`src/rtl/bram_read_arbiter_pkg.sv`:
```
// Shared FSM encodings and constants for the BRAM read-port arbiter.
package bram_read_arbiter_pkg;

    typedef enum logic [0:0] {
        StIdle  = 1'b0,
        StBurst = 1'b1
    } arb_state_e;

    localparam int unsigned MAX_BURST_WIDTH = 4;

endpackage

```
`src/rtl/bram_read_arbiter_rr_pick.sv`:
```
// Combinational circular priority picker: first pending index at or after start,
// optionally skipping one excluded index.
module bram_read_arbiter_rr_pick
    import bram_read_arbiter_pkg::*;
#(
    parameter int unsigned NUM_REQ     = 4,
    parameter int unsigned LOG_NUM_REQ = 2
) (
    input  logic [NUM_REQ-1:0]     pending,
    input  logic [LOG_NUM_REQ-1:0] start,
    input  logic                   exclude_en,
    input  logic [LOG_NUM_REQ-1:0] exclude,
    output logic                   found,
    output logic [NUM_REQ-1:0]     onehot,
    output logic [LOG_NUM_REQ-1:0] index
);

    logic [LOG_NUM_REQ-1:0] cand;

    always_comb begin
        found = 1'b0;
        index = '0;
        cand  = '0;
        // NUM_REQ is a power of two, so the index addition wraps for free.
        for (int i = 0; i < int'(NUM_REQ); i++) begin
            cand = start + LOG_NUM_REQ'(i);
            if (!found && pending[cand] && !(exclude_en && cand == exclude)) begin
                found = 1'b1;
                index = cand;
            end
        end
        onehot = found ? (NUM_REQ'(1) << index) : '0;
    end

endmodule

```
`src/rtl/bram_read_arbiter.sv`:
```
// Burst-limited arbiter sharing one BRAM read port among NUM_REQ requesters.
// Define BRAM_ARB_FIXED_PRIO_EN for fixed (lowest index) priority instead of round-robin.
module bram_read_arbiter
    import bram_read_arbiter_pkg::*;
#(
    parameter int unsigned NUM_REQ         = 4,
    parameter int unsigned LOG_NUM_REQ     = 2,
    parameter int unsigned DATA_WIDTH      = 8,
    parameter int unsigned LOG_MAX_ADDRESS = 16,
    parameter int unsigned BRAM_LATENCY    = 1,
    parameter int unsigned MAX_BURST       = 4
) (
    input  logic                               clk,
    input  logic                               rst,
    input  logic [NUM_REQ-1:0]                 request_in,
    input  logic [NUM_REQ*LOG_MAX_ADDRESS-1:0] address_in,
    output logic [NUM_REQ-1:0]                 grant_out,
    output logic [LOG_MAX_ADDRESS-1:0]         bram_address,
    output logic                               bram_enable,
    input  logic [DATA_WIDTH-1:0]              bram_data,
    output logic [NUM_REQ-1:0]                 valid_out,
    output logic [DATA_WIDTH-1:0]              data_out
);

    localparam logic [MAX_BURST_WIDTH-1:0] MaxBurstCnt = MAX_BURST_WIDTH'(MAX_BURST);
    localparam logic [MAX_BURST_WIDTH-1:0] CntOne      = MAX_BURST_WIDTH'(1);

    arb_state_e                 state_q, state_d;
    logic [LOG_NUM_REQ-1:0]     owner_q, owner_d;
    logic [MAX_BURST_WIDTH-1:0] burst_cnt_q, burst_cnt_d;
    logic                       rst_q;
    logic                       grant_any;
    logic [LOG_NUM_REQ-1:0]     grant_idx;
    logic [NUM_REQ-1:0]         owner_onehot;

    logic                       pick_found;
    logic [NUM_REQ-1:0]         pick_onehot;
    logic [LOG_NUM_REQ-1:0]     pick_index;
    logic [LOG_NUM_REQ-1:0]     pick_start;

    logic [BRAM_LATENCY-1:0]    pipe_vld_q;
    logic [LOG_NUM_REQ-1:0]     pipe_idx_q [BRAM_LATENCY];

`ifdef BRAM_ARB_FIXED_PRIO_EN
    assign pick_start = '0;
`else
    logic [LOG_NUM_REQ-1:0] last_grant_q;

    assign pick_start = last_grant_q + LOG_NUM_REQ'(1);

    always_ff @(posedge clk) begin
        if (rst) begin
            last_grant_q <= LOG_NUM_REQ'(NUM_REQ - 1);
        end else if (grant_any) begin
            last_grant_q <= grant_idx;
        end
    end
`endif

    bram_read_arbiter_rr_pick #(
        .NUM_REQ    (NUM_REQ),
        .LOG_NUM_REQ(LOG_NUM_REQ)
    ) u_rr_pick (
        .pending   (request_in),
        .start     (pick_start),
        .exclude_en(state_q == StBurst),
        .exclude   (owner_q),
        .found     (pick_found),
        .onehot    (pick_onehot),
        .index     (pick_index)
    );

    assign owner_onehot = NUM_REQ'(1) << owner_q;

    always_comb begin
        state_d     = state_q;
        owner_d     = owner_q;
        burst_cnt_d = burst_cnt_q;
        grant_any   = 1'b0;
        grant_idx   = owner_q;
        grant_out   = '0;
        // No grants in the reset cycle nor in the one that follows it.
        if (!rst && !rst_q) begin
            unique case (state_q)
                StIdle: begin
                    if (pick_found) begin
                        grant_any   = 1'b1;
                        grant_idx   = pick_index;
                        grant_out   = pick_onehot;
                        owner_d     = pick_index;
                        burst_cnt_d = CntOne;
                        state_d     = StBurst;
                    end
                end
                StBurst: begin
                    if (request_in[owner_q] && burst_cnt_q < MaxBurstCnt) begin
                        grant_any   = 1'b1;
                        grant_out   = owner_onehot;
                        burst_cnt_d = burst_cnt_q + CntOne;
                    end else if (pick_found) begin
                        grant_any   = 1'b1;
                        grant_idx   = pick_index;
                        grant_out   = pick_onehot;
                        owner_d     = pick_index;
                        burst_cnt_d = CntOne;
                    end else if (request_in[owner_q]) begin
                        grant_any   = 1'b1;
                        grant_out   = owner_onehot;
                        burst_cnt_d = CntOne;
                    end else begin
                        state_d = StIdle;
                    end
                end
                default: state_d = StIdle;
            endcase
        end
    end

    assign bram_enable  = grant_any;
    assign bram_address = grant_any ?
        address_in[int'(grant_idx)*LOG_MAX_ADDRESS +: LOG_MAX_ADDRESS] : '0;

    always_ff @(posedge clk) begin
        if (rst) begin
            state_q     <= StIdle;
            owner_q     <= '0;
            burst_cnt_q <= '0;
            rst_q       <= 1'b1;
            pipe_vld_q  <= '0;
            for (int i = 0; i < int'(BRAM_LATENCY); i++) pipe_idx_q[i] <= '0;
        end else begin
            state_q       <= state_d;
            owner_q       <= owner_d;
            burst_cnt_q   <= burst_cnt_d;
            rst_q         <= 1'b0;
            pipe_vld_q[0] <= grant_any;
            pipe_idx_q[0] <= grant_idx;
            for (int i = 1; i < int'(BRAM_LATENCY); i++) begin
                pipe_vld_q[i] <= pipe_vld_q[i-1];
                pipe_idx_q[i] <= pipe_idx_q[i-1];
            end
        end
    end

    assign valid_out = (pipe_vld_q[BRAM_LATENCY-1] && !rst) ?
        (NUM_REQ'(1) << pipe_idx_q[BRAM_LATENCY-1]) : '0;
    assign data_out  = bram_data;

endmodule

```
`config.mk`:
```
export PLATFORM = sky130hd
export DESIGN_NAME = bram_read_arbiter
export DESIGN_NICKNAME = d
export VERILOG_FILES = /design/src/rtl/bram_read_arbiter_pkg.sv /design/src/rtl/bram_read_arbiter_rr_pick.sv /design/src/rtl/bram_read_arbiter.sv
export SDC_FILE = /design/constraint.sdc
export NUM_CORES = 1
export LEC_CHECK = 0
export CORE_MARGIN = 2
export CORE_UTILIZATION = 38
export CTS_CLUSTER_DIAMETER = 120
export DETAILED_ROUTE_END_ITERATION = 12
export GPL_ROUTABILITY_DRIVEN = 0
export GPL_TIMING_DRIVEN = 0
export PLACE_DENSITY = 0.81
export SLEW_MARGIN = 20
export SYNTH_ARGS = -nofsm -noshare
export SYNTH_HDL_FRONTEND = slang
export SYNTH_SLANG_ARGS = --single-unit
export TNS_END_PERCENT = 20
```
`constraint.sdc`:
```
create_clock -name clk -period 3.1 [get_ports clk]
set_input_delay 0.465 -clock clk [delete_from_list [all_inputs] [get_ports clk]]
set_output_delay 0.465 -clock clk [all_outputs]
set_load 0.1 [all_outputs]
```
After elaboration in Yosys (flattened, before gate mapping)
Memory sizes are Yosys's and may differ from the RTL's.
Index checks and enable logic that the tools add are counted.
{ "word_totals": {"register_bits": 11, "ramBits": 2, "in_bits": 78, "out_inout_bits": 33, "wordCells": 100, "n_memories": 1} }
{ "memory_table": {"columns": ["name", "words", "width", "read_ports", "rd_clocked_by_memory_dff", "wr", "line_no", "source"], "rows": [
  ["pipe_idx_q", 1, 2, 1, 0, 1, "bram_read_arbiter.sv:42", "logic [LOG_NUM_REQ-1:0] pipe_idx_q [BRAM_LATENCY];"]
]} }
{ "classes": {"add_sub_neg": 5, "n_lt_le_gt_ge": 6, "eq_ne": 6, "n_shift": 4, "mux": 46, "bitwise": 1, "n_reduce_logical": 25} }
{ "op_table": {"columns": ["op", "count"], "rows": [
  ["64-bit by 7-bit variable part select with 16-bit output", 1],
  ["4-bit 2-to-1 mux", 10],
  ["1-bit 2-to-1 mux", 18],
  ["16-bit 2-to-1 mux", 1],
  ["2-bit 2-to-1 mux", 8],
  ["4-bit one-hot mux with 2 select lines", 2],
  ["2-bit by 3-bit < comparator with 1-bit output, second input constant", 5],
  ["1-bit logical AND", 14],
  ["1-bit by 2-bit left shift with 4-bit output, first input constant", 3],
  ["1-bit binary-select mux with 2-bit select", 5],
  ["1-bit logical NOT", 9],
  ["2-bit == test", 4],
  ["2-bit by 1-bit adder with 2-bit output, second input constant", 2],
  ["2-bit adder, second input constant", 2],
  ["4-bit by 1-bit adder with 4-bit output, second input constant", 1],
  ["4-bit by 3-bit < comparator with 1-bit output, second input constant", 1],
  ["4-bit by 1-bit inequality test with 1-bit output, second input constant", 1],
  ["2-bit one-hot mux with 2 select lines", 1],
  ["3-bit AND reduction", 1],
  ["2-bit inequality test, second input constant", 1],
  ["1-bit one-hot mux with 2 select lines", 1],
  ["2-bit OR reduction", 1],
  ["1-bit NOT", 1]
]} }

Depth between registers and ports, before layout
Gate-level depths: netlist (run 1).
{ "logic_depth": {"word_depth": 24, "mapped_depth": 9, "depth_no_buf": 6} }

Cells and area by module
A second synthesis (run 1) with hierarchy kept.
{ "hier_totals": {"hier_cells": 185, "hier_area_um2": 1701.6} }
{ "modules_own_cells": {"columns": ["mod", "instances", "cells_per_inst", "area_per_inst_um2", "seq_area_each_um2"], "rows": [
  ["bram_read_arbiter", 1, 121, 1246.2, 220.2],
  ["bram_read_arbiter_rr_pick", 1, 64, 455.4, 0.0]
]} }

Worst setup path after synthesis (run 1)
OpenSTA, ideal clock, no wires.
{ "synth_path": {"kind": "input to output", "startpoint": "input port request_in[3]", "endpoint": "output port grant_out[2]", "arrival_time_ns": 3.669, "slack_ns": -1.034, "path_stages": 7, "path_cell_list": "buf_2 -> mux2i_1 -> o22ai_1 -> and2_1 -> clkbuf_1 -> a21oi_1 -> o31ai_1"} }
{ "synth_via": {"elab_chain_len": 21, "elab_cells_between_ends": 36, "cone_classes": "shift (1); mux (24); reduce/logical (11)"} }
{ "synth_lines": {"columns": ["element", "line_no", "source"], "rows": [
  ["from (decl)", "bram_read_arbiter.sv:15", "input logic [NUM_REQ-1:0] request_in,"],
  ["1-bit binary-select mux with 2-bit select", "bram_read_arbiter_rr_pick.sv:27", "if (!found && pending[cand] && !(exclude_en && cand == exclude)) begin"],
  ["1-bit 2-to-1 mux (not written as such)", "bram_read_arbiter_rr_pick.sv:27", null],
  ["1-bit logical AND", "bram_read_arbiter_rr_pick.sv:27", null],
  ["1-bit 2-to-1 mux", "bram_read_arbiter_rr_pick.sv:27", null],
  ["1-bit logical NOT", "bram_read_arbiter_rr_pick.sv:27", null],
  ["1-bit logical AND (2 in a row)", "bram_read_arbiter_rr_pick.sv:27", null],
  ["1-bit 2-to-1 mux", "bram_read_arbiter_rr_pick.sv:27", null],
  ["1-bit logical NOT", "bram_read_arbiter_rr_pick.sv:27", null],
  ["[... 3 more ...]", null, null],
  ["1-bit logical NOT", "bram_read_arbiter_rr_pick.sv:27", null],
  ["1-bit logical AND (2 in a row)", "bram_read_arbiter_rr_pick.sv:27", null],
  ["2-bit 2-to-1 mux", "bram_read_arbiter_rr_pick.sv:27", null],
  ["1-bit by 2-bit left shift with 4-bit output", "bram_read_arbiter_rr_pick.sv:32", "onehot = found ? (NUM_REQ'(1) << index) : '0;"],
  ["4-bit 2-to-1 mux", "bram_read_arbiter.sv:100", "end else if (pick_found) begin"],
  ["4-bit 2-to-1 mux", "bram_read_arbiter.sv:96", "if (request_in[owner_q] && burst_cnt_q < MaxBurstCnt) begin"],
  ["4-bit one-hot mux with 2 select lines *", "bram_read_arbiter.sv:84", "unique case (state_q)"],
  ["4-bit 2-to-1 mux *", "bram_read_arbiter.sv:83", "if (!rst && !rst_q) begin"],
  ["to (decl)", "bram_read_arbiter.sv:17", "output logic [NUM_REQ-1:0] grant_out,"]
]} }
Every way passes the cells marked *; elsewhere a longest branch is shown, timed or not. The select of a mux whose other input is x is not followed.

Worst setup path in the final report (run 1)
{ "layout_path": {"startpoint": "register owner_q[1]", "endpoint": "output port bram_address[0]"} }
{ "layout_via": {"elab_chain_len": 23, "elab_cells_between_ends": 45, "cone_classes": "eq/ne (4); shift (1); mux (21); reduce/logical (19)"} }
{ "layout_lines": {"columns": ["element", "line_no", "source"], "rows": [
  ["from (decl)", "bram_read_arbiter.sv:29", "logic [LOG_NUM_REQ-1:0] owner_q, owner_d;"],
  ["from (signal assigned)", "bram_read_arbiter.sv:133", "owner_q <= owner_d;"],
  ["2-bit == test", "bram_read_arbiter_rr_pick.sv:27", null],
  ["1-bit logical AND", "bram_read_arbiter_rr_pick.sv:27", null],
  ["1-bit logical NOT", "bram_read_arbiter_rr_pick.sv:27", null],
  ["1-bit logical AND", "bram_read_arbiter_rr_pick.sv:27", null],
  ["1-bit 2-to-1 mux", "bram_read_arbiter_rr_pick.sv:27", null],
  ["1-bit logical NOT", "bram_read_arbiter_rr_pick.sv:27", null],
  ["1-bit logical AND (2 in a row)", "bram_read_arbiter_rr_pick.sv:27", null],
  ["1-bit 2-to-1 mux", "bram_read_arbiter_rr_pick.sv:27", null],
  ["[... 4 more ...]", null, null],
  ["1-bit logical NOT", "bram_read_arbiter_rr_pick.sv:27", null],
  ["1-bit logical AND (2 in a row)", "bram_read_arbiter_rr_pick.sv:27", null],
  ["2-bit 2-to-1 mux or 1-bit 2-to-1 mux (tied branches)", "bram_read_arbiter_rr_pick.sv:27", null],
  ["2-bit 2-to-1 mux (2 in a row)", null, null],
  ["2-bit one-hot mux with 2 select lines", "bram_read_arbiter.sv:84", null],
  ["2-bit 2-to-1 mux", null, null],
  ["64-bit by 7-bit variable part select with 16-bit output", "bram_read_arbiter.sv:121", "address_in[int'(grant_idx)*LOG_MAX_ADDRESS +: LOG_MAX_ADDRESS] : '0;"],
  ["16-bit 2-to-1 mux *", "bram_read_arbiter.sv:120", "assign bram_address = grant_any ?"],
  ["to (decl)", "bram_read_arbiter.sv:18", "output logic [LOG_MAX_ADDRESS-1:0] bram_address,"]
]} }
Marked as above.

==> metrics.txt, run 1 <==
status=finished with violations; failing checks=negative setup slack; DPL Wire Length=4720 um; Post-Synth XOR/XNOR Area=0.941%; mux contribution to synthesized area=32.3%; later-pin clock latency in the skew report=240 ps; Crit Path Class=reg2out; highest-count cells in the layout ignoring fill and taps=74 x clkdlybuf4s50_1, 73 x nand2_1, 32 x mux2i_1, 21 x buf_4; Die X=74.0 um; CTS Sinks=11; period utilization=101%; Critical Path Max Stage Delay=390 ps; Fin. Hold Viols=0; Min-Delay Path Class=reg2reg; DRT Pass-1 Iters=4; Slew Limit Fails=0; worst-case reg-to-reg path depth=11; DRT iter0 DRCs=147; WP depth=10; Detail Route Antenna Nets=0; TritonCTS clock tree=built; Root Buffer=clkbuf_8; Yosys cell types=49; FMAX=320 MHz; design area=0.00348 mm^2; Syn-to-layout area delta=87.0%; first-pass GRT wire length=10700 um; register-to-register setup slack=950 ps; Simple-Gate Fraction of Synth Area=25.4%; # rows=25; Final Core Density=73.7%; vias in the first global route=2400; Netlist Area Pre-Place=0.00186 mm^2; Critical Path Start=owner_q[1]; adder-cell share of the synthesized area=0.672%; setup ws final=-21.8 ps; layout cells sized above 1=28.8%; worst r2r src=owner_q[1]; I/O pin cnt=111; Compound-Gate Fraction of Synth Area=18.6%; Congestion Overflow GR=0; Die Ht=74.0 um; largest net degree at the start of global routing=11; RSZ-0062 raised after global routing=true; H-tree depth=1; Max-slew headroom=34.7%; Power Density=336 mW/mm^2; CTS Buf Count=3; Worst R2R End=last_grant_q[0]; CORE AREA=0.00472 mm^2; # Max-Cap Violations=0; worst-path cell chain=buf_6 -> mux2i_4 -> o22ai_2 -> a221oi_4 -> mux2i_4 -> buf_6 -> clkbuf_16 -> mux2i_1 -> mux2_4 -> buf_12; Final setup viols=16; Setup crit end kind=output port; post-place instance area=0.00296 mm^2; startpoint types=register; Diodes inserted=0; vias per cell=5.22; # hold bufs at CTS=0; ys flop type=dfxtp_1; Avg Cell Area, Syn=7.30 um^2; share of flip-flops with an asynchronous set or reset=0%; Via Count=2325; clock slew at reported path FFs=50 ps; Bufs and invs on worst path=4; largest family of logic cells by synthesized area=multiplexers; crit path to=bram_address[0]; synthesized net count=334; Static Leakage=1.41 nW; DRT Wirelength=6790 um; slowest cell on the critical path=mux2i_4; worst-case clock skew=6.61 ps; Max VDD drop=0.214 mV; Mapped Cells=255; Initial Util=39.4%; # nets final=458; gr usage total=24.3%; EDFF count, synth=0; CP required=2630 ps; IO Port Bufs=101; Max Root-Sink Buffers=2; Die ar.=0.00547 mm^2; DRC Markers=0; sequential-to-total area share from yosys stat=11.8%; Synthesis Warnings=0; critical path arrival=2660 ps; most common cell after layout, fill and taps aside=clkdlybuf4s50_1; Crit path max-delay family=multiplexers; per-cell routed wire length=15.3 um; Least-Margin Pin Slew=977 ps; critical path fanouts, max=8; Seq cells post-synth=11; initial antenna violation count=0; fin crit period=3120 ps
[layout make-up]
cell class	instances	area, um^2
Sequential cell	11	221
Clock buffer	3	41.3
Clock inverter	1	5.00
Inverter	1	3.75
Tap cell	67	83.8
Multi-Input combinational cell	213	1570
Fill cell	320	1240
Timing Repair Buffer	120	1350
Buffer	29	208
[per-stage QoR]
step / setup slack (ps) / setup TNS [ps] / power (mW) / std cells / hold slack (ps)
after floorplan: -237 / -1200 / 0.667 / 255 / 445
after global placement: -1540 / -29180 / 0.858 / 423 / 460
after detailed placement: -1560 / -29480 / 0.862 / 423 / 472
after CTS: -14.9 / -23.1 / 1.14 / 443 / 479
after global routing: -114 / -1510 / 1.22 / 445 / 492
final: -21.8 / -192 / 1.17 / 445 / 476
[what timing repair did]
item                                    in CTS  in global routing
endpoints found under the setup margin      23                 21
setup buffers                               15                  1
resized for setup                          215                 17
gates cloned                                 2                  1
pin swaps                                    5                  1
[registers in the layout (all words and copies together), names as in the netlist]
name,cells
burst_cnt_q,4
last_grant_q,2
owner_q,2
pipe_vld_q,1
rst_q,1
state_q,1
[worst min-delay path by stage]
| stage | to | from | depth (start not counted) | slack, ps |
|---|---|---|---|---|
| 3_3_place_gp | burst_cnt_q[1] | burst_cnt_q[1] | 2 | 460 |
| 2_1_floorplan | state_q | rst_q | 2 | 440 |
| 5_1_grt | rst_q | rst | 1 | 490 |
| 4_1_cts | burst_cnt_q[3] | burst_cnt_q[3] | 1 | 480 |
| 6_report | burst_cnt_q[3] | burst_cnt_q[3] | 1 | 480 |
| 3_5_place_dp | state_q | rst_q | 2 | 470 |
[synthesized netlist by cell type, types with 2 or more instances]
master	number	share of area, %
o221ai_1	2	0.94
nand2_1	74	15
nand3_1	5	1.3
nor3_1	3	0.81
nor2b_1	2	0.67
a21oi_1	9	2.4
nand2b_1	4	1.3
nand3b_1	2	0.81
o21ai_0	9	2.4
mux2_2	18	11
clkbuf_1	12	2.4
a32oi_1	2	0.94
o22ai_1	2	0.67
and2_1	3	1.0
mux2i_1	35	19
nor2_1	11	2.2
o22ai_2	2	1.3
o21a_1	2	0.81
buf_6	5	3.0
buf_2	5	1.3
dfxtp_1	11	12
buf_4	8	3.2
a21o_1	3	1.2
[metal layers]
layer / wire [um] / global-route usage, % / up-vias
met2: 3540 / 45.1 / 104
met5: 0 / 0 / -
met3: 439 / 4.61 / 10
met1: 2700 / 28.2 / 1074
li1: - / - / 1137
met4: 119 / 7.27 / 0
[power by group]
part           total [mW]  internal (mW)  switching (mW)
clock network       0.143         0.0883          0.0544
logic               0.866          0.386           0.481
registers           0.159          0.151         0.00853
[kinds of logic after synthesis]
logic type / count (synthesis)
mux: 56
flops: 11
xor+xnor: 2
compound gates: 44
simple gates: 110
fa+ha+maj: 1
buf+inv: 31
(Power assumes the default switching activity.)
==> run 2, diff against run 1 <==
--- a/config.mk
+++ b/config.mk
@@ -5,7 +5,6 @@
 export SDC_FILE = /design/constraint.sdc
 export NUM_CORES = 1
 export LEC_CHECK = 0
-export CORE_MARGIN = 2
 export CORE_UTILIZATION = 38
 export CTS_CLUSTER_DIAMETER = 120
 export DETAILED_ROUTE_END_ITERATION = 12
==> run 2 against run 1 <==
The flow still finishes with violations (negative setup slack). Sequential share of layout area shrank 0.21 points. Clock skew decreased by 1.4 ps. Clock-buffer cell count rose by 1. Design area up 3.4%. Flip-flop and latch count did not move. Power up 4.2%. Maximum frequency barely moved. Via count up 2.9%. Critical endpoint is now bram_address[6]. Highest routed layer unchanged.
==> metrics.txt, run 2 (synthesized netlist as in run 1, its figures left out) <==
Die ar.=0.00518 mm^2; worst r2r src=last_grant_q[1]; DRT Pass-1 Iters=4; largest net degree at the start of global routing=11; pre-CTS WS=-1550 ps; register-to-register setup slack=1000 ps; logic gate share of total power=75.2%; IO Port Bufs=101; critical path arrival=2650 ps; Hold Crit Start=rst; Final Core Density=76.2%; Slew Limit Fails=0; hold depth=1; DRT Wirelength=7240 um; first-pass GRT wire length=10800 um; GR Layer Usage met3=5.14%; later-pin clock latency in the skew report=240 ps; worst-case reg-to-reg path depth=8; CTS Sinks=11; most flop-heavy register=burst_cnt_q; Min-Delay Path Class=in2reg; Diodes inserted=0; Die X=72.0 um; Fin. Hold Viols=0; DRT iter0 DRCs=216; biggest regs=burst_cnt_q (4), last_grant_q (2), owner_q (2); DPL Wire Length=4640 um; vias in the first global route=2311; Least-Margin Pin Slew=991 ps; vias per cell=5.38; register share of total power=13.0%; I/O pin cnt=111; initial antenna violation count=0; Syn-to-layout area delta=93.3%; fin crit period=3120 ps; RSZ-0062 raised after global routing=true; Static Leakage=1.45 nW; M2 GR Usage=51.8%; clock share of power=11.7%; CORE AREA=0.00472 mm^2; # Max-Cap Violations=0; Sw Share=46.3%; Root Buffer=clkbuf_8; Power Density=338 mW/mm^2; per-cell routed wire length=16.3 um; Via Count=2393; Int Pwr=653 uW; Psw=564 uW; layout cells sized above 1=31.5%; Detail Route Antenna Nets=0; Initial Util=39.4%; setup ws final=-19.6 ps; failing checks=negative setup slack; clock slew at reported path FFs=50 ps; Congestion Overflow GR=0; Crit Path Class=in2out; critical path fanouts, max=8; met1 Usage GRT=28.7%; CTS Buf Count=3; # nets final=458; Worst R2R End=last_grant_q[1]; FMAX=321 MHz; Setup crit end kind=output port; startpoint types=input port; worst-case clock skew=5.17 ps; Max Root-Sink Buffers=2; WHS=388 ps; # rows=25; period utilization=101%; Die Ht=72.0 um; total negative slack=-31.8 ps; Final setup viols=2; TritonCTS clock tree=built; Max-slew headroom=34.2%; Max VDD drop=0.204 mV; DRC Markers=0; max reg flops=4; CP required=2630 ps; Hold Path End=rst_q; highest-count cells in the layout ignoring fill and taps=73 x nand2_1, 73 x clkdlybuf4s50_1, 26 x mux2i_1, 20 x buf_4, 19 x buf_12; Top Usage Layer GRT=met2; gr usage total=26.3%; status=finished with violations; H-tree depth=1
[run 2: metal layers]
layer / wire (um) / up-vias
met1: 2780 / 1120
met3: 449 / 16
met5: 0 / -
met2: 3870 / 121
met4: 131 / 0
li1: - / 1136
[run 2: how the worst max path moves through the flow]
| stage | startpoint | endpoint | cells after the start |
|---|---|---|---|
| detailed placement | request_in[2] | bram_address[4] | 9 |
| floorplan | rst | valid_out[0] | 3 |
| global placement | request_in[2] | bram_address[4] | 9 |
| finish | request_in[2] | bram_address[6] | 10 |
| CTS | request_in[1] | bram_address[10] | 11 |
| global route | owner_q[1] | bram_address[9] | 10 |
[run 2: layout make-up]
type	instances	area [um^2]
clock buffers	4	45.0
repair buffers	121	1400
fillers	310	1130
plain buffers	28	203
well taps	67	83.8
inverters	1	3.75
multi-input cells	213	1640
flip-flops and latches	11	221
[run 2: stage by stage]
step / instances / total power [mW] / instance area (um^2)
5_1_grt: 445 / 1.26 / 3600
3_3_place_gp: 423 / 0.858 / 2960
4_1_cts: 440 / 1.12 / 3380
3_5_place_dp: 423 / 0.862 / 2960
2_1_floorplan: 255 / 0.667 / 1870
6_report: 445 / 1.22 / 3600
[run 2: timing repair]
action | 4_1_cts | 5_1_grt
cloned | 2 | 1
hold buffers | 0 | 0
buffers inserted | 13 | 4
gates resized for setup | 208 | 56
setup endpoints to repair | 23 | 23
pin swaps | 4 | 6
[run 2: critical path, cell delays in order]
cell      delay, ps
buf_2           240
mux2_4          220
o22ai_2          90
a221oi_4        380
mux2i_4         320
buf_6           180
buf_8           140
mux2i_2         230
mux2_4          200
buf_12          170
[run 2: power groups by stage]
stage | logic, mW | clock network [mW] | registers [mW]
final | 0.916 | 0.143 | 0.159
after global routing | 0.954 | 0.151 | 0.160
after CTS | 0.826 | 0.141 | 0.158
after detailed placement | 0.701 | 0 | 0.160
after global placement | 0.697 | 0 | 0.160
after floorplan | 0.509 | 0 | 0.158
==> run 3, diff against run 2 <==
--- a/config.mk
+++ b/config.mk
@@ -5,6 +5,7 @@
 export SDC_FILE = /design/constraint.sdc
 export NUM_CORES = 1
 export LEC_CHECK = 0
+export CORE_ASPECT_RATIO = 2
 export CORE_UTILIZATION = 38
 export CTS_CLUSTER_DIAMETER = 120
 export DETAILED_ROUTE_END_ITERATION = 12
==> run 3 against run 2 <==
The flow still finishes with violations (negative setup slack). Clock-buffer cell count did not move. Critical path depth unchanged. Global-route usage is 1.7 points higher. Cell count is 2.7% lower. Die area is 0.33% higher. Clock power up 4%. Highest routed layer unchanged. Power shrank 3.0%.
==> metrics.txt, run 3 (synthesized netlist as in run 1, its figures left out) <==
Slew Limit Fails=0; Sw Share=46.9%; Static Leakage=1.38 nW; CTS Sinks=11; Least-Margin Pin Slew=967 ps; vias in the first global route=2506; setup ws final=-49.7 ps; largest net degree at the start of global routing=11; period utilization=102%; # hold bufs at CTS=0; most used cell, CP=buf_12; CP required=2630 ps; Int Pwr=627 uW; CTS Buf Count=3; initial antenna violation count=0; # rows=35; Fin. Hold Viols=0; logic gate share of total power=73.7%; fin crit period=3150 ps; Syn-to-layout area delta=88.2%; I/O pin cnt=111; DRT Wirelength=6940 um; gr usage total=28.0%; per-cell routed wire length=16.0 um; Die Ht=101 um; startpoint types=register; Root Buffer=clkbuf_8; Final Core Density=75.4%; # nets final=458; Max Root-Sink Buffers=2; Congestion Overflow GR=0; TritonCTS clock tree=built; worst-path cell chain=buf_12 -> mux2i_4 -> o22ai_4 -> a221oi_4 -> mux2i_4 -> buf_12 -> buf_12 -> mux2i_1 -> mux2_4 -> buf_12; clock slew at reported path FFs=50 ps; Detail Route Antenna Nets=0; register share of total power=13.7%; worst-case clock skew=4.91 ps; # Max-Cap Violations=0; failing checks=negative setup slack; Critical Path Max Stage Delay=380 ps; Crit Path Class=reg2out; Diodes inserted=0; DRC Markers=0; critical path fanouts, max=10; DRT Pass-1 Iters=4; max reg flops=4; slowest cell on the critical path=dfxtp_4; worst r2r src=owner_q[1]; Critical Path Start=owner_q[1]; Max VDD drop=0.231 mV; critical path arrival=2680 ps; Via Count=2312; later-pin clock latency in the skew report=250 ps; RSZ-0062 raised after global routing=true; Initial Util=40.1%; Die ar.=0.00520 mm^2; Psw=553 uW; most flop-heavy register=burst_cnt_q; vias per cell=5.34; CORE AREA=0.00464 mm^2; Min-Delay Path Class=reg2reg; IO Port Bufs=101; Hold Crit Start=burst_cnt_q[2]; Final setup viols=14; most common cell after layout, fill and taps aside=clkdlybuf4s50_1; Final Power=1.18 mW; Power Density=337 mW/mm^2; H-tree depth=1; DRT iter0 DRCs=42; Setup crit end kind=output port; WHS=472 ps; first-pass GRT wire length=11100 um; DPL Wire Length=4940 um; Max-slew headroom=35.3%; biggest regs=burst_cnt_q (4), last_grant_q (2), owner_q (2); highest-count cells in the layout ignoring fill and taps=75 x clkdlybuf4s50_1, 73 x nand2_1, 27 x mux2i_1, 23 x buf_4, 17 x buf_12; FMAX=317 MHz; total negative slack=-360 ps; clock share of power=12.7%; layout cells sized above 1=30.4%; pre-CTS WS=-1560 ps; Bufs and invs on worst path=4; Crit path max-delay family=multiplexers; status=finished with violations; Die X=51.5 um
[run 3: layer usage]
layer / vias up / GRT usage [%] / wire (um)
met5: - / 0 / 0
met4: 0 / 14.1 / 291
met3: 22 / 6.33 / 518
met2: 116 / 55.3 / 3870
met1: 1038 / 24.5 / 2270
li1: 1136 / - / -
[run 3: per-stage QoR]
stage	std cells	cell area (um^2)
after floorplan	255	1870
after global placement	411	2950
after detailed placement	411	2950
after CTS	431	3380
after global routing	433	3500
final	433	3500
[run 3: cell type report]
cell class,instances,area [um^2]
multi-input combinational,213,1600
tap,55,68.8
timing repair buffer,120,1330
fill,337,1140
clock buffer,4,45.0
buffer,29,226
inverter,1,3.75
sequential,11,224
[run 3: tightest hold or removal path: stages, from the launching register on]
cell	delay [ps]
dfxtp_1	300
o21ai_0	60
a21oi_1	60
[run 3: path summary, 6_finish.rpt]
check               endpoint  cells past startpoint  slack [ps]
min reg2reg   burst_cnt_q[2]                      2         470
min           burst_cnt_q[2]                      2         470
max reg2reg       owner_q[1]                     10         970
max          bram_address[3]                     10         -50
[run 3: power by group through the flow]
stage                     sequential (mW)  combinational, mW  clock, mW
after global routing                0.162              0.910      0.154
after global placement              0.160              0.701          0
after floorplan                     0.158              0.509          0
after detailed placement            0.160              0.705          0
final                               0.161              0.869      0.149
after CTS                           0.158              0.832      0.146
[run 3: timing repair]
item	CTS	global route
pin swaps	5	3
gates cloned	2	1
endpoints found under the setup margin	25	21
resized for setup	204	32
buffers inserted	15	2
==> patch (flow settings as in run 1) <==
Set the parameter `DATA_WIDTH` to 12 (it was 8).
--- a/src/rtl/bram_read_arbiter.sv
+++ b/src/rtl/bram_read_arbiter.sv
@@ -6,5 +6,5 @@
     parameter int unsigned NUM_REQ         = 4,
     parameter int unsigned LOG_NUM_REQ     = 2,
-    parameter int unsigned DATA_WIDTH      = 8,
+    parameter int unsigned DATA_WIDTH      = 12,
     parameter int unsigned LOG_MAX_ADDRESS = 16,
     parameter int unsigned BRAM_LATENCY    = 1,
Ports: changed (resized bram_data and data_out); port bits go from 111 to 119. The function was not compared with the original's and may differ.
==> patch against run 1 <==
Final area up 1.2%; count of clock-buffer cells in the layout unchanged; wire length up 1.1%; synthesized cell count up 1.6%; sequential cell count unchanged; worst setup slack better by 0.051 ns; total power grew 1.9%; area after synthesis up 1.6%; highest routed layer unchanged.
==> patch: results (changes against run 1) <==
FF-to-FF path depth = 9 (-2)
Post-synth top flop = dfxtp_1
Synth Area per Inst = 7.299 sq um (about the same)
Layout Cells excl Fill = 446 (+0.22%)
layout cell share with drive strength beyond 1 = 0.2797 (-0.008676)
Initial DRC Count = 115 (-22%)
NumNets Final = 463 (+1.1%)
DRT Wirelength = 6.871 mm (+1.1%)
NetSw = 568.2 uW (+4.5%)
final clock skew = 0.003058 ns (-0.003551 ns)
dpl ws = -1.574 ns (-0.01496 ns)
top cells by area, synth = mux2i_1 (19%), nand2_1 (15%), dfxtp_1 (12%)
first-pass GRT wire length = 10.71 mm (about the same)
Buffers on Ports = 105 (+4.0%)
Post-synth top cells = nand2_1 (74), mux2i_1 (35), mux2_2 (18)
CP delay by family, top = multiplexers
post-synthesis sequential area ratio = 0.1165 (-0.001880)
half-perimeter wire length after placement = 5.004 mm (+6.0%)
pin slew with the least headroom to its limit = 0.9728 ns (-0.003886 ns)
Leak Pwr = 0.001414 uW (+0.37%)
FFs w/ async S/R, synth = 0 (unchanged)
reg-to-reg slack, setup = 1.08 ns (+0.13 ns)
critical path's slowest cell = a221oi_4
critical-path maximum fanout = 10 (+2)
fmax = 325.6 MHz (+1.7%)
Worst Hold Slack = 0.4814 ns (+0.005312 ns)
CP arrival = 2.61 ns (-0.05 ns)
hold_sp = rst_q
VDD IR max = 168.8 uV (-21%)
GRT Total Usage = 0.2435 (about the same)
Worst Hold Depth = 2 (+1)
clk slew on worst S/H paths = 0.05 ns (about the same)
Hold Path Class = flip-flop to flip-flop
nature of the critical path startpoint = flip-flop
Largest stage delay, worst path = 0.35 ns (-0.04 ns)
Max Buffers Root-to-Sink = 2 (unchanged)
placed cells = 431 (+1.9%)
vias per cell = 5.283 (+1.1%)
yosys warns = 0 (unchanged)
vias in the first global route = 2,319 (-3.4%)
outcome = completed
syn nets = 342 (+2.4%)
patch: cell types whose count changed after synthesis:
cell,before,now
buf_4,8,12
patch: repair_timing:
| action | CTS | global route |
|---|---|---|
| pin swaps | 5 | 2 |
| resized for setup | 205 | 33 |
| endpoints found under the setup margin | 23 | 22 |
| gates cloned | 1 | 0 |
| buffers inserted | 11 | 1 |
patch: area by class of cell:
| cell class | instances | area, sq um |
|---|---|---|
| clock buffer | 3 | 41.29 |
| sequential | 11 | 221.5 |
| buffer | 32 | 254.0 |
| fill | 352 | 1232 |
| multi-input combinational | 213 | 1593 |
| tap | 67 | 83.83 |
| clock inverter | 1 | 5.005 |
| timing repair buffer | 118 | 1320 |
| inverter | 1 | 3.754 |
patch: power groups by stage:
stage	combinational, uW	clock [uW]	sequential (uW)
after detailed placement	733	0	161
after global placement	726	0	160
after global routing	923	153	160
after CTS	842	150	158
after floorplan	533	0	158
final	883	148	159
patch: kinds of logic (layout without fill, tap and decap cells):
| kind of cell | Yosys count | after routing | share of synthesized area |
|---|---|---|---|
| compound gates | 44 | 44 | 0.1827 |
| xor+xnor | 2 | 2 | 0.009267 |
| buf+inv | 35 | 155 | 0.1165 |
| mux | 56 | 56 | 0.3183 |
| simple gates | 110 | 110 | 0.2502 |
| fa+ha+maj | 1 | 1 | 0.006617 |
| flops | 11 | 11 | 0.1165 |
patch: routing by layer:
layer | GRT usage | vias up | share of wire
met1 | 0.2762 | 1109 | 0.38
li1 | - | 1142 | -
met3 | 0.06911 | 15 | 0.072
met2 | 0.4435 | 90 | 0.52
met4 | 0.06746 | 0 | 0.021
met5 | 0 | - | 0
patch: worst paths after layout:
kind	endpoint
max	bram_address[7]
min	state_q
max reg2reg	last_grant_q[1]
min reg2reg	state_q
patch: metrics by stage:
| step | power (uW) | instance area [sq um] |
|---|---|---|
| after floorplan | 691.6 | 1899 |
| after global placement | 886.7 | 3034 |
| after detailed placement | 893.5 | 3034 |
| after CTS | 1149 | 3418 |
| after global routing | 1235 | 3522 |
| final | 1190 | 3522 |
patch: tightest hold or removal path: cells and delay by family (launching register included):
family,cells,cell delay [ns]
AOI/OAI and AO/OA,1,0.06
DFF,1,0.32
and+or+nand+nor,1,0.07
